## config.mk

```make
export PLATFORM = sky130hd
export DESIGN_NAME = comparador_serial_i_d
export DESIGN_NICKNAME = d
export VERILOG_FILES = /design/src/rtl/comparador_serial_i_d_pkg.sv /design/src/rtl/comparador_serial_i_d_celda.sv /design/src/rtl/comparador_serial_i_d.sv
export SDC_FILE = /design/constraint.sdc
export NUM_CORES = 1
export LEC_CHECK = 0
export ABC_AREA = 1
export ABC_CLOCK_PERIOD_IN_PS = 2090
export CORE_MARGIN = 2
export CORE_UTILIZATION = 40
export DETAILED_ROUTE_END_ITERATION = 7
export GPL_ROUTABILITY_DRIVEN = 1
export PLACE_DENSITY = 0.63
export REMOVE_ABC_BUFFERS = 1
export SYNTH_ARGS = -nofsm -noshare
export SYNTH_HDL_FRONTEND = slang
export SYNTH_SLANG_ARGS = --single-unit
```

## constraint.sdc

```tcl
create_clock -name clk -period 2.09 [get_ports clk]
set_input_delay 0.418 -clock clk [delete_from_list [all_inputs] [get_ports clk]]
set_output_delay 0.418 -clock clk [all_outputs]
set_load 0.05 [all_outputs]
```

## src/rtl/comparador_serial_i_d_pkg.sv

```systemverilog
// Shared types for the MSB-first serial comparator.
// State encoding and counter sizing helper.
package comparador_serial_i_d_pkg;

  typedef enum logic [1:0] {
    IDLE = 2'd0,
    CMP  = 2'd1,
    DONE = 2'd2
  } estado_t;

  function automatic int cnt_w(input int n);
    return (n > 1) ? $clog2(n) : 1;
  endfunction

endpackage

```

## src/rtl/comparador_serial_i_d_celda.sv

```systemverilog
// One-bit decision cell, combinational.
// Gate-level, same style as the right-to-left cell chain.
module celda_decision_i_d (
  input  logic a_bit,
  input  logic b_bit,
  output logic mayor,
  output logic menor,
  output logic igual
);

  wire na;
  wire nb;

  not u_na (na, a_bit);
  not u_nb (nb, b_bit);
  and u_my (mayor, a_bit, nb);
  and u_mn (menor, na, b_bit);
  xnor u_ig (igual, a_bit, b_bit);

endmodule

```

## src/rtl/comparador_serial_i_d.sv

```systemverilog
// Bit-serial magnitude comparator, MSB first.
// Exits at the first differing bit or after N equal bits.
module comparador_serial_i_d
  import comparador_serial_i_d_pkg::*;
#(
  parameter int N = 8
) (
  input  logic         clk,
  input  logic         rst,
  input  logic         start,
  input  logic [N-1:0] a_p,
  input  logic [N-1:0] b_p,
  output logic         busy,
  output logic         done,
  output logic         a_mayor,
  output logic         a_menor,
  output logic         iguales
);

  localparam int CW = cnt_w(N);
  localparam logic [CW-1:0] CNT_LAST = CW'(N - 1);

  estado_t       st;
  logic [N-1:0]  sa;
  logic [N-1:0]  sb;
  logic [CW-1:0] cnt;
  logic          c_may;
  logic          c_men;
  logic          c_ig;

  celda_decision_i_d u_celda (
    .a_bit (sa[N-1]),
    .b_bit (sb[N-1]),
    .mayor (c_may),
    .menor (c_men),
    .igual (c_ig)
  );

  always_ff @(posedge clk or posedge rst) begin
    if (rst) begin
      st      <= IDLE;
      sa      <= '0;
      sb      <= '0;
      cnt     <= '0;
      busy    <= 1'b0;
      done    <= 1'b0;
      a_mayor <= 1'b0;
      a_menor <= 1'b0;
      iguales <= 1'b0;
    end else begin
      done <= 1'b0;
      unique case (st)
        IDLE, DONE: begin
          // DONE accepts start too, for back-to-back compares
          if (start) begin
            sa      <= a_p;
            sb      <= b_p;
            cnt     <= '0;
            a_mayor <= 1'b0;
            a_menor <= 1'b0;
            iguales <= 1'b0;
            busy    <= 1'b1;
            st      <= CMP;
          end else begin
            busy <= 1'b0;
            st   <= IDLE;
          end
        end
        CMP: begin
          if (!c_ig) begin
            a_mayor <= c_may;
            a_menor <= c_men;
            busy    <= 1'b0;
            done    <= 1'b1;
            st      <= DONE;
          end else if (cnt == CNT_LAST) begin
            iguales <= 1'b1;
            busy    <= 1'b0;
            done    <= 1'b1;
            st      <= DONE;
          end else begin
            sa  <= sa << 1;
            sb  <= sb << 1;
            cnt <= cnt + 1'b1;
          end
        end
        default: begin
          busy <= 1'b0;
          st   <= IDLE;
        end
      endcase
    end
  end

endmodule

```

# Yosys cells after proc, flatten, opt, wreduce, memory -nomap -nowiden

Index checks and enable logic that the tools add are counted.

Flip-flop bits (word level): 26
Bits in latches: 0
RAM bits: 0
Memory bits (read-only): 0
Output and inout port bits: 5
Logic and storage cells: 61
Memories kept: 0

$add $sub $neg: 1
Multipliers: 0
Divide/modulo/power cells: 0
Order comparisons: 0
Eq/ne operators: 9
Shift operators: 0
Multiplexer cells: 31
Bitwise operators: 5
Reductions and logical operators: 6

Operators with widths:

| kind                  | number |
|---|---|
| $mux W8               | 6 |
| $pmux W8 S2           | 2 |
| $mux W1               | 12 |
| $ne A2 B2 Y1 const B  | 5 |
| $mux W3               | 3 |
| $pmux W1 S2           | 4 |
| $reduce_and A4 Y1     | 2 |
| $pmux W3 S2           | 1 |
| $mux W2               | 2 |
| $pmux W2 S2           | 1 |
| $add A3 B1 Y3 const B | 1 |
| $eq A3 B3 Y1 const B  | 1 |
| $ne A3 B3 Y1 const B  | 1 |
| $reduce_and A3 Y1     | 1 |
| $and A1 B1 Y1         | 2 |
| $eq A2 B1 Y1 const B  | 1 |
| $eq A2 B2 Y1 const B  | 1 |
| $logic_not A2 Y1      | 1 |
| $not A1 Y1            | 2 |
| $reduce_bool A2 Y1    | 1 |
| $reduce_or A2 Y1      | 1 |
| $xnor A1 B1 Y1        | 1 |

# Depth between registers and ports, before layout

Gate-level depths: netlist (run 1).

Depth after elaboration: 4
Gate-level depth with buffers: 9

# Modules after synthesis

From an unflattened synthesis (run 1), not the netlist that was laid out.

Cell total of the unflattened synthesis: 170
Area total of the unflattened synthesis: 1,356.3 um^2

By module, submodules not included:

| module                | instances | cells an instance | area an instance (um^2) |
|---|---|---|---|
| comparador_serial_i_d | 1         | 166               | 1,323.8 |
| celda_decision_i_d    | 1         | 4                 | 32.5 |

# Worst setup path before layout (run 1)

OpenSTA, ideal clock, no wires.

Path kind: register -> register
Start: register cnt[0]
End: register sb[2]
Setup time: 116 ps
Data arrival time: 1,385 ps
Data required time: 1,974 ps
Path slack: 589 ps
Cell stages (with the launch flop): 9
Path buffers: 2
Period minus slack after synthesis: 1,501 ps
Cells stage by stage: dfrtp_1 > ha_1 > ha_1 > nor2_4 > nand2_2 > buf_6 > buf_6 > nand3_1 > nand2_1

Longest elaborated chain between the ends: 3

Ends and longest elaborated chain:

| what                               | line                        | text |
|---|---|---|
| start: declaration                 | comparador_serial_i_d.sv:26 | `logic [CW-1:0] cnt;` |
| start signal: assignment           | comparador_serial_i_d.sv:84 | `cnt <= cnt + 1'b1;` |
| $eq A3 B3 Y1                       | comparador_serial_i_d.sv:76 | `end else if (cnt == CNT_LAST) begin` |
| $ne A2 B2 Y1 (no source line)      | -                           |  |
| $reduce_and A4 Y1 (no source line) | -                           |  |
| end signal: assignment             | comparador_serial_i_d.sv:57 | `sb <= b_p;` |
| end signal: assignment             | comparador_serial_i_d.sv:83 | `sb <= sb << 1;` |
| end: declaration                   | comparador_serial_i_d.sv:25 | `logic [N-1:0] sb;` |

Every way passes these cells.
A chain may end at the register's enable or synchronous reset.

# Worst setup path after layout (run 1)

Start: register a_menor
End: output port a_menor

RTL lines:

| what                     | line                        | text |
|---|---|---|
| start: declaration       | comparador_serial_i_d.sv:16 | `output logic a_menor,` |
| start signal: assignment | comparador_serial_i_d.sv:72 | `a_menor <= c_men;` |

No word-level cell between the ends.

==> results of run 1 <==
metrics by stage:
stage | hold WS (ns) | utilization [%]
floorplan | 0.4580 | -
detailed placement | 0.4954 | 48.90
global placement | 0.4931 | 48.90
finish | 0.3519 | 50.49
global route | 0.3869 | 50.49
CTS | 0.3666 | 50.49
power by group:
group          switching [mW]  total, mW  internal, mW
registers               0.133      0.855         0.722
clock network           0.163      0.357         0.194
logic                   0.825       1.25         0.426
total                    1.12       2.46          1.34
worst paths after layout:
| kind | endpoint | slack, ns | cells past startpoint | from |
|---|---|---|---|---|
| max | a_menor | 0.15 | 1 | a_menor |
| min | a_mayor | 0.35 | 2 | rst |
| max reg2reg | sb[3] | 0.37 | 7 | cnt[0] |
| min reg2reg | sa[0] | 0.52 | 2 | sa[0] |
| max in group asynchronous | sa[3] | 1.31 | 3 | rst |
| min in group clk | sa[0] | 0.52 | 2 | sa[0] |
final cells by class:
class,count,area [um^2]
fill,341,1639
sequential,26,650.6
multi-input combinational,125,598.1
timing repair buffer,27,272.8
tap,46,57.56
inverter,10,40.04
clock inverter,1,30.03
clock buffer,3,22.52
metal layers:
metal	up-vias	share of wire [%]	track usage [%]
met3	4	3.2	2.717
met4	0	1.4	7.222
met1	544	46	21.07
li1	583	-	-
met2	22	50	26.09
met5	-	0	0
layout by cell type (no fill, tap or decap):
cell / count
nand2_1: 70
nand3_1: 37
dfrtp_1: 26
clkdlybuf4s50_1: 23
inv_1: 8
nand2_2: 4
nor2_1: 4
ha_1: 4
clkbuf_4: 3
buf_4: 3
inv_4: 1
nor2_8: 1
nor2_4: 1
inv_2: 1
nand3_2: 1
nand3b_1: 1
nand4_1: 1
a21oi_1: 1
bufinv_16: 1
buf_12: 1
sequential cells by signal, summed over array words and instances, names as in the netlist:
register / flops
a_mayor: 1
sa: 8
st: 2
done: 1
busy: 1
sb: 8
a_menor: 1
cnt: 3
iguales: 1
cells by family after synthesis:
logic type	Yosys count	synth area share [%]
simple gates	120	39.89
fa+ha+maj	4	3.677
buf+inv	19	8.272
compound gates	1	0.3673
flops	26	47.79
==> reports/metrics.cfg, run 1 <==
[clock_tree]
path_clk_slew_ns = 0.15
cts-resized-gates = 0
ctsHtreeMaxLevel = 1
cts-hold-fix-buffers = 0
cts_tree = yes
cts_buffers = 3
clk_latency_ns = 0.33
post_cts_buffers = 0
cts_root_buf = clkbuf_4
clockBufferDepth = 2
cts_sinks = 26

[global_routing]
grt_max_degree = 19
overflow = 0
track_usage_pct = 16.05
antenna_found_initial = 0
grt_pass1_vias = 1084
grt_pass1_wl_um = 5016

[min_path]
hold_class = input port to async pin

[sta]
tightest_slew_ns = 0.5025
setup_viol = 0
finalWorstSetupSlack_ns = 0.1463
min_period_ns = 1.944
tns_ns = 0
maxSlewHeadroom_pct = 66.39
fin_skew_ns = 0.001381
maxSlewViolCount = 0
rsz0062_at_grt = false
period_share_pct = 93.00
max_freq_mhz = 514.5
final_hold_viol_count = 0

[synth]
synth-main-ff-cell = dfrtp_1
synth_seq_cells = 26
synth_area_um2 = 1361
yosysTopAreaCellShare_pct = 47.79
yosysWarnings = 0
yosys-top-cells-count = nand2_1 (70), nand3_1 (37), dfrtp_1 (26)
synth_area_leaders = dfrtp_1 (48%), nand2_1 (19%), nand3_1 (14%)
synth_cell_types = 18
avgSynthCellArea_um2 = 8.008
synth_edf_count = 0
yosys.area.top_type = dfrtp_1
synthesis.instances = 170
synth.most_common_cell = nand2_1
synthArstFlopShare_pct = 100.0
seq_area_frac_synth_pct = 47.79

[worst_setup_path]
crit_family = buffers and inverters
max_stage_delay_ns = 0.81
cp.arrival_ns = 1.53
cp-start-kind = flip-flop
critical_path_buf_inv_count = 1
critPathMaxFanout = 2
worstPathRequired_ns = 1.67
worstSetupPathType = flip-flop to primary output
endpoint_kind = primary output
crit_chain = clkdlybuf4s50_1
crit_path_top_delay_cell = clkdlybuf4s50_1

[floorplan]
die_x_um = 62.34
num_rows = 21
io_pins = 24
die_height_um = 62.34
core-area_um2 = 3311
start_util_pct = 41.12
dieArea_um2 = 3886

[layout]
final_area_um2 = 1672
area_growth_pct = 22.79
fin_nets = 216
diodes = 0
drive_above_1_share_pct = 8.854
final_cells = 238

[power_and_ir_drop]
powerDensity_nw_per_um2 = 1473
finalPower_mw = 2.463
p_leak_nw = 0.8881
ir_drop_mv = 0.5576

[run]
drv_cap = 0

[place]
place.gp.congestion = 0.7239
placed_cell_area_um2 = 1619
portBuffers = 23
dpl.hpwl_um = 1967
place_ws_ns = 0.3951
placed_cells = 234

[detailed_routing]
vias = 1153
first_pass_iters = 4
antenna_left = 0
drc = 0
routed_wl_um = 2805
drt_iter0_drc = 105
vias_per_cell = 4.845
routedWlPerCell_um = 11.79

[outcome]
status = completed

Power figures use the tool's default switching activity.
==> inputs of run 2 (changes only) <==
--- a/config.mk
+++ b/config.mk
@@ -6,7 +6,7 @@
 export NUM_CORES = 1
 export LEC_CHECK = 0
 export ABC_AREA = 1
-export ABC_CLOCK_PERIOD_IN_PS = 2090
+export ABC_CLOCK_PERIOD_IN_PS = 2000
 export CORE_MARGIN = 2
 export CORE_UTILIZATION = 40
 export DETAILED_ROUTE_END_ITERATION = 7
==> constraint.sdc (replaced) <==
create_clock -name clk -period 2 [get_ports clk]
set_input_delay 0.4 -clock clk [delete_from_list [all_inputs] [get_ports clk]]
set_output_delay 0.4 -clock clk [all_outputs]
set_load 0.05 [all_outputs]
==> run 2 against run 1 <==
Net effect:
- final cell count grew 0.42%
- first-iteration DRC count shrank 45%
- clock skew grew 0.0087 ns
- combinational power grew 5%
- via count shrank 0.26%
- non-clock buffer count grew 1
- flip-flop and latch count is the same
- sequential share of layout area grew 0.21 points
- cell area shrank 0.52%
- critical endpoint unchanged
- largest cell class unchanged
==> reports/metrics.cfg, run 2 (synthesized netlist as in run 1, its figures left out) <==
[clock_tree]
cts-hold-fix-buffers = 0  ; unchanged
cts_sinks = 26  ; unchanged
cts-resized-gates = 0  ; unchanged
clockBufferDepth = 2  ; unchanged
cts_root_buf = clkbuf_4
post_cts_buffers = 0  ; unchanged
cts_buffers = 3  ; unchanged
cts_tree = yes
ctsHtreeMaxLevel = 1  ; unchanged
path_clk_slew_ns = 0.15  ; about the same
clk_latency_ns = 0.33  ; about the same

[floorplan]
num_rows = 21  ; unchanged
core-area_um2 = 3311  ; unchanged
die_height_um = 62.34  ; unchanged
die_x_um = 62.34  ; unchanged
start_util_pct = 41.12  ; unchanged
dieArea_um2 = 3886  ; unchanged
io_pins = 24  ; unchanged

[power_and_ir_drop]
p_leak_nw = 0.8857  ; -0.27%
finalPower_mw = 2.484  ; +0.84%
ir_drop_mv = 0.6373  ; +14%
powerDensity_nw_per_um2 = 1494  ; +1.4%

[global_routing]
antenna_found_initial = 0  ; unchanged
grt_max_degree = 19  ; unchanged
grt_util_met3_pct = 3.623  ; +0.91 points
track_usage_pct = 15.86  ; -0.19 points
grt_pass1_wl_um = 5043  ; +0.54%
busiest_layer = met2
grt_pass1_vias = 1072  ; -1.1%
grt_util_met1_pct = 21.42  ; +0.35 points
grtUsageMet2_pct = 26.22  ; +0.14 points
overflow = 0  ; unchanged

[worst_setup_path]
startpoint = a_menor
worstSetupPathType = flip-flop to primary output
cp.arrival_ns = 1.52  ; about the same
r2r-start = cnt[0]
worstPathRequired_ns = 1.60  ; -0.07 ns
endpoint_kind = primary output
crit_chain = clkdlybuf4s50_1
max_stage_delay_ns = 0.81  ; about the same
cp-start-kind = flip-flop
crit_path_top_delay_cell = clkdlybuf4s50_1
crit_family = buffers and inverters
critical_path_buf_inv_count = 1  ; unchanged
critPathMaxFanout = 2  ; unchanged

[sta]
tightest_slew_ns = 0.4969  ; -0.005585 ns
fin_skew_ns = 0.01012  ; +0.008738 ns
maxSlewViolCount = 0  ; unchanged
finalWorstSetupSlack_ns = 0.07540  ; -0.07092 ns
final_hold_viol_count = 0  ; unchanged
rsz0062_at_grt = false
period_share_pct = 96.23
tns_ns = 0  ; unchanged
max_freq_mhz = 519.6
min_period_ns = 1.925
maxSlewHeadroom_pct = 66.77  ; +0.37 points
hold_ws_ns = 0.3478  ; -0.004176 ns
setup_viol = 0  ; unchanged

[outcome]
status = completed

[layout]
final_cell_mix = nand2_1 (70), nand3_1 (37), dfrtp_1 (26), clkdlybuf4s50_1 (23), inv_1 (8)
final.fill_count = 366  ; +7.3%
mostFrequentLayoutCell = nand2_1
reg_top3 = sa: 8 flops, sb: 8 flops, cnt: 3 flops
diodes = 0  ; unchanged
drive_above_1_share_pct = 9.326  ; +0.47 points
area_growth_pct = 22.15
fin_nets = 217  ; +0.46%
final_cells = 239  ; +0.42%

[detailed_routing]
drc = 0  ; unchanged
vias_per_cell = 4.812  ; -0.68%
routed_wl_um = 2850  ; +1.6%
antenna_left = 0  ; unchanged
vias = 1150  ; -0.26%
routedWlPerCell_um = 11.92  ; +1.2%
drt_iter0_drc = 58  ; -45%
first_pass_iters = 4  ; unchanged

[min_path]
hold_class = input port to async pin

[place]
placed_cells = 235  ; +0.43%
place.gp.congestion = 0.7420  ; +2.5%
portBuffers = 23  ; unchanged
dpl.hpwl_um = 2001  ; +1.7%
place_ws_ns = 0.3011  ; -0.09405 ns

[run]
drv_cap = 0  ; unchanged

-- run 2: path summary, 6_finish.rpt --
| path | slack [ns] | depth (start not counted) | endpoint |
|---|---|---|---|
| hold reg to reg | 0.52 | 2 | sa[4] |
| setup / recovery | 0.08 | 1 | a_menor |
| setup reg to reg | 0.29 | 7 | sa[7] |
| max in group asynchronous | 1.20 | 3 | sa[2] |
| hold / removal | 0.35 | 2 | a_mayor |
| min in group clk | 0.52 | 2 | sa[4] |
-- run 2: metal layers --
layer / wire length (um) / up-vias
met1: 1361 / 553
met5: 0 / -
met4: 28 / 0
li1: - / 583
met3: 71 / 2
met2: 1389 / 12
-- run 2: layout make-up --
| class | instances | area [um^2] | share of cell area (%) |
|---|---|---|---|
| sequential | 26 | 650.6 | 39.13 |
| clock buffer | 4 | 36.28 | 2.182 |
| tap | 46 | 57.56 | 3.461 |
| multi-input combinational | 125 | 598.1 | 35.97 |
| inverter | 10 | 40.04 | 2.408 |
| timing repair buffer | 28 | 280.3 | 16.85 |
-- run 2: report_power, final --
group | total [mW] | internal [mW] | switching, mW
Sequential | 0.899 | 0.755 | 0.144
Clock | 0.276 | 0.112 | 0.164
Combinational | 1.31 | 0.452 | 0.857
-- run 2: per-stage QoR --
| stage | utilization, % | cell area, um^2 |
|---|---|---|
| detailed placement | 49.13 | 1627 |
| global route | 50.23 | 1663 |
| global placement | 49.13 | 1627 |
| CTS | 50.23 | 1663 |
| finish | 50.23 | 1663 |
| floorplan | - | 1289 |
==> variant: new RTL, settings of run 2 <==
Encoding of `estado_t`: now one-hot (3 bits for 3 values).
--- a/src/rtl/comparador_serial_i_d_pkg.sv
+++ b/src/rtl/comparador_serial_i_d_pkg.sv
@@ -2,10 +2,10 @@
 // State encoding and counter sizing helper.
 package comparador_serial_i_d_pkg;
 
-  typedef enum logic [1:0] {
-    IDLE = 2'd0,
-    CMP  = 2'd1,
-    DONE = 2'd2
+  typedef enum logic [2:0] {
+    IDLE = 3'b001,
+    CMP  = 3'b010,
+    DONE = 3'b100
   } estado_t;
 
   function automatic int cnt_w(input int n);
Behaviour: no difference found for any inputs over 10 cycles, from zero or initial values and one cycle with rst high; not proved beyond that.
==> variant against run 2 <==
Sequential share of layout area increased by 3.2 points; final area decreased by 3.8%; synthesized cell count decreased by 4.1%; core utilization increased by 1.7 points; sequential cell count increased by 1; area after synthesis decreased by 3.6%; cell count decreased by 3.8%; global-route usage decreased by 0.37 points; setup slack improved by 0.020 ns; clock power decreased by 16%; fmax increased by 1.1%; power decreased by 19%; routed wire length decreased by 15%; highest routed layer unchanged.
==> variant: results (changes against run 2) <==
stage,metric,value,unit,change
cells_and_area,share of layout cells above drive strength 1,0.08602,,-0.007243
cells_and_area,buffer share of cell area,0.1581,,-0.01049
drt,DRT iter0 DRCs,30,,-48%
place,cell area after placement,0.001573,mm²,-3.3%
yosys,Mapped Cells,163,,-4.1%
yosys,commonest cells in the netlist,"nand2_1 (68), dfrtp_1 (26), nand3_1 (14), inv_1 (13), o21ai_1 (9)",,
cells_and_area,sequential cell count,27,,+3.8%
setup_path,Critical Path End,iguales,,
outcome,outcome,"complete, no violations",,
timing,Max-slew headroom,0.6462,,-0.02148
cells_and_area,Nets,210,,-3.2%
pwr,P_leak,0.8360,nW,-5.6%
floorplan,Die ar.,0.003755,mm²,-3.4%
setup_path,CP Launch Point,iguales$_DFFE_PP0P_,,
grt,vias in the first global route,1027,,-4.2%
grt,largest net degree at the start of global routing,28,,+9
cells_and_area,Non-clk bufs,26,,-7.1%
drt,Via density,4.648,,-3.4%
drt,WL/cell,10.59,µm,-11%
cells_and_area,Regs by FF count,"sa (8), sb (8)",,
place,post-detail-place hpwl,1.724,mm,-14%
setup_path,"setup slack, reg-to-reg",0.27,ns,-0.02 ns
setup_path,CP arrival,1.50,ns,-0.02 ns
drt,Post-Route WL,2.436,mm,-15%
yosys,register area share after synthesis,0.5157,,+0.03779
timing,ratio of final minimum period to clock period,0.9522,,-0.01005
cells_and_area,register area,676.9,µm²,+4.0%
cells_and_area,multi-input gates,113,,-9.6%
place,RePlAce Congestion,0.7815,,+5.3%
timing,skew final,0.001427,ns,-0.008692 ns
place,placed instance count,226,,-3.8%
place,dpl ws,0.1660,ns,-0.1351 ns
timing,WHS,0.4242,ns,+0.07648 ns
[variant: cell types whose count changed after synthesis, sizes merged, moves of 2 or more]
cell and change:
buf -2, inv +6, nand3 -22, nand2 -4, o21ai +16
[variant: routing by layer]
layer / vias up / global-route usage / part of all wire
met1: 499 / 0.1995 / 0.48
met4: 0 / 0.04658 / 0.0070
li1: 550 / - / -
met2: 18 / 0.2675 / 0.48
met3: 2 / 0.02521 / 0.038
met5: - / 0 / 0
[variant: report_power, final]
part | internal [mW] | switching [mW]
clock network | 0.0781 | 0.155
logic | 0.312 | 0.591
registers | 0.765 | 0.102
total | 1.15 | 0.849
[variant: logic make-up after synthesis]
kind of cell / Yosys count / share of synthesized area
compound gates: 17 / 0.06673
simple gates: 92 / 0.2974
flops: 27 / 0.5157
buf+inv: 23 / 0.08198
fa+ha+maj: 4 / 0.03813
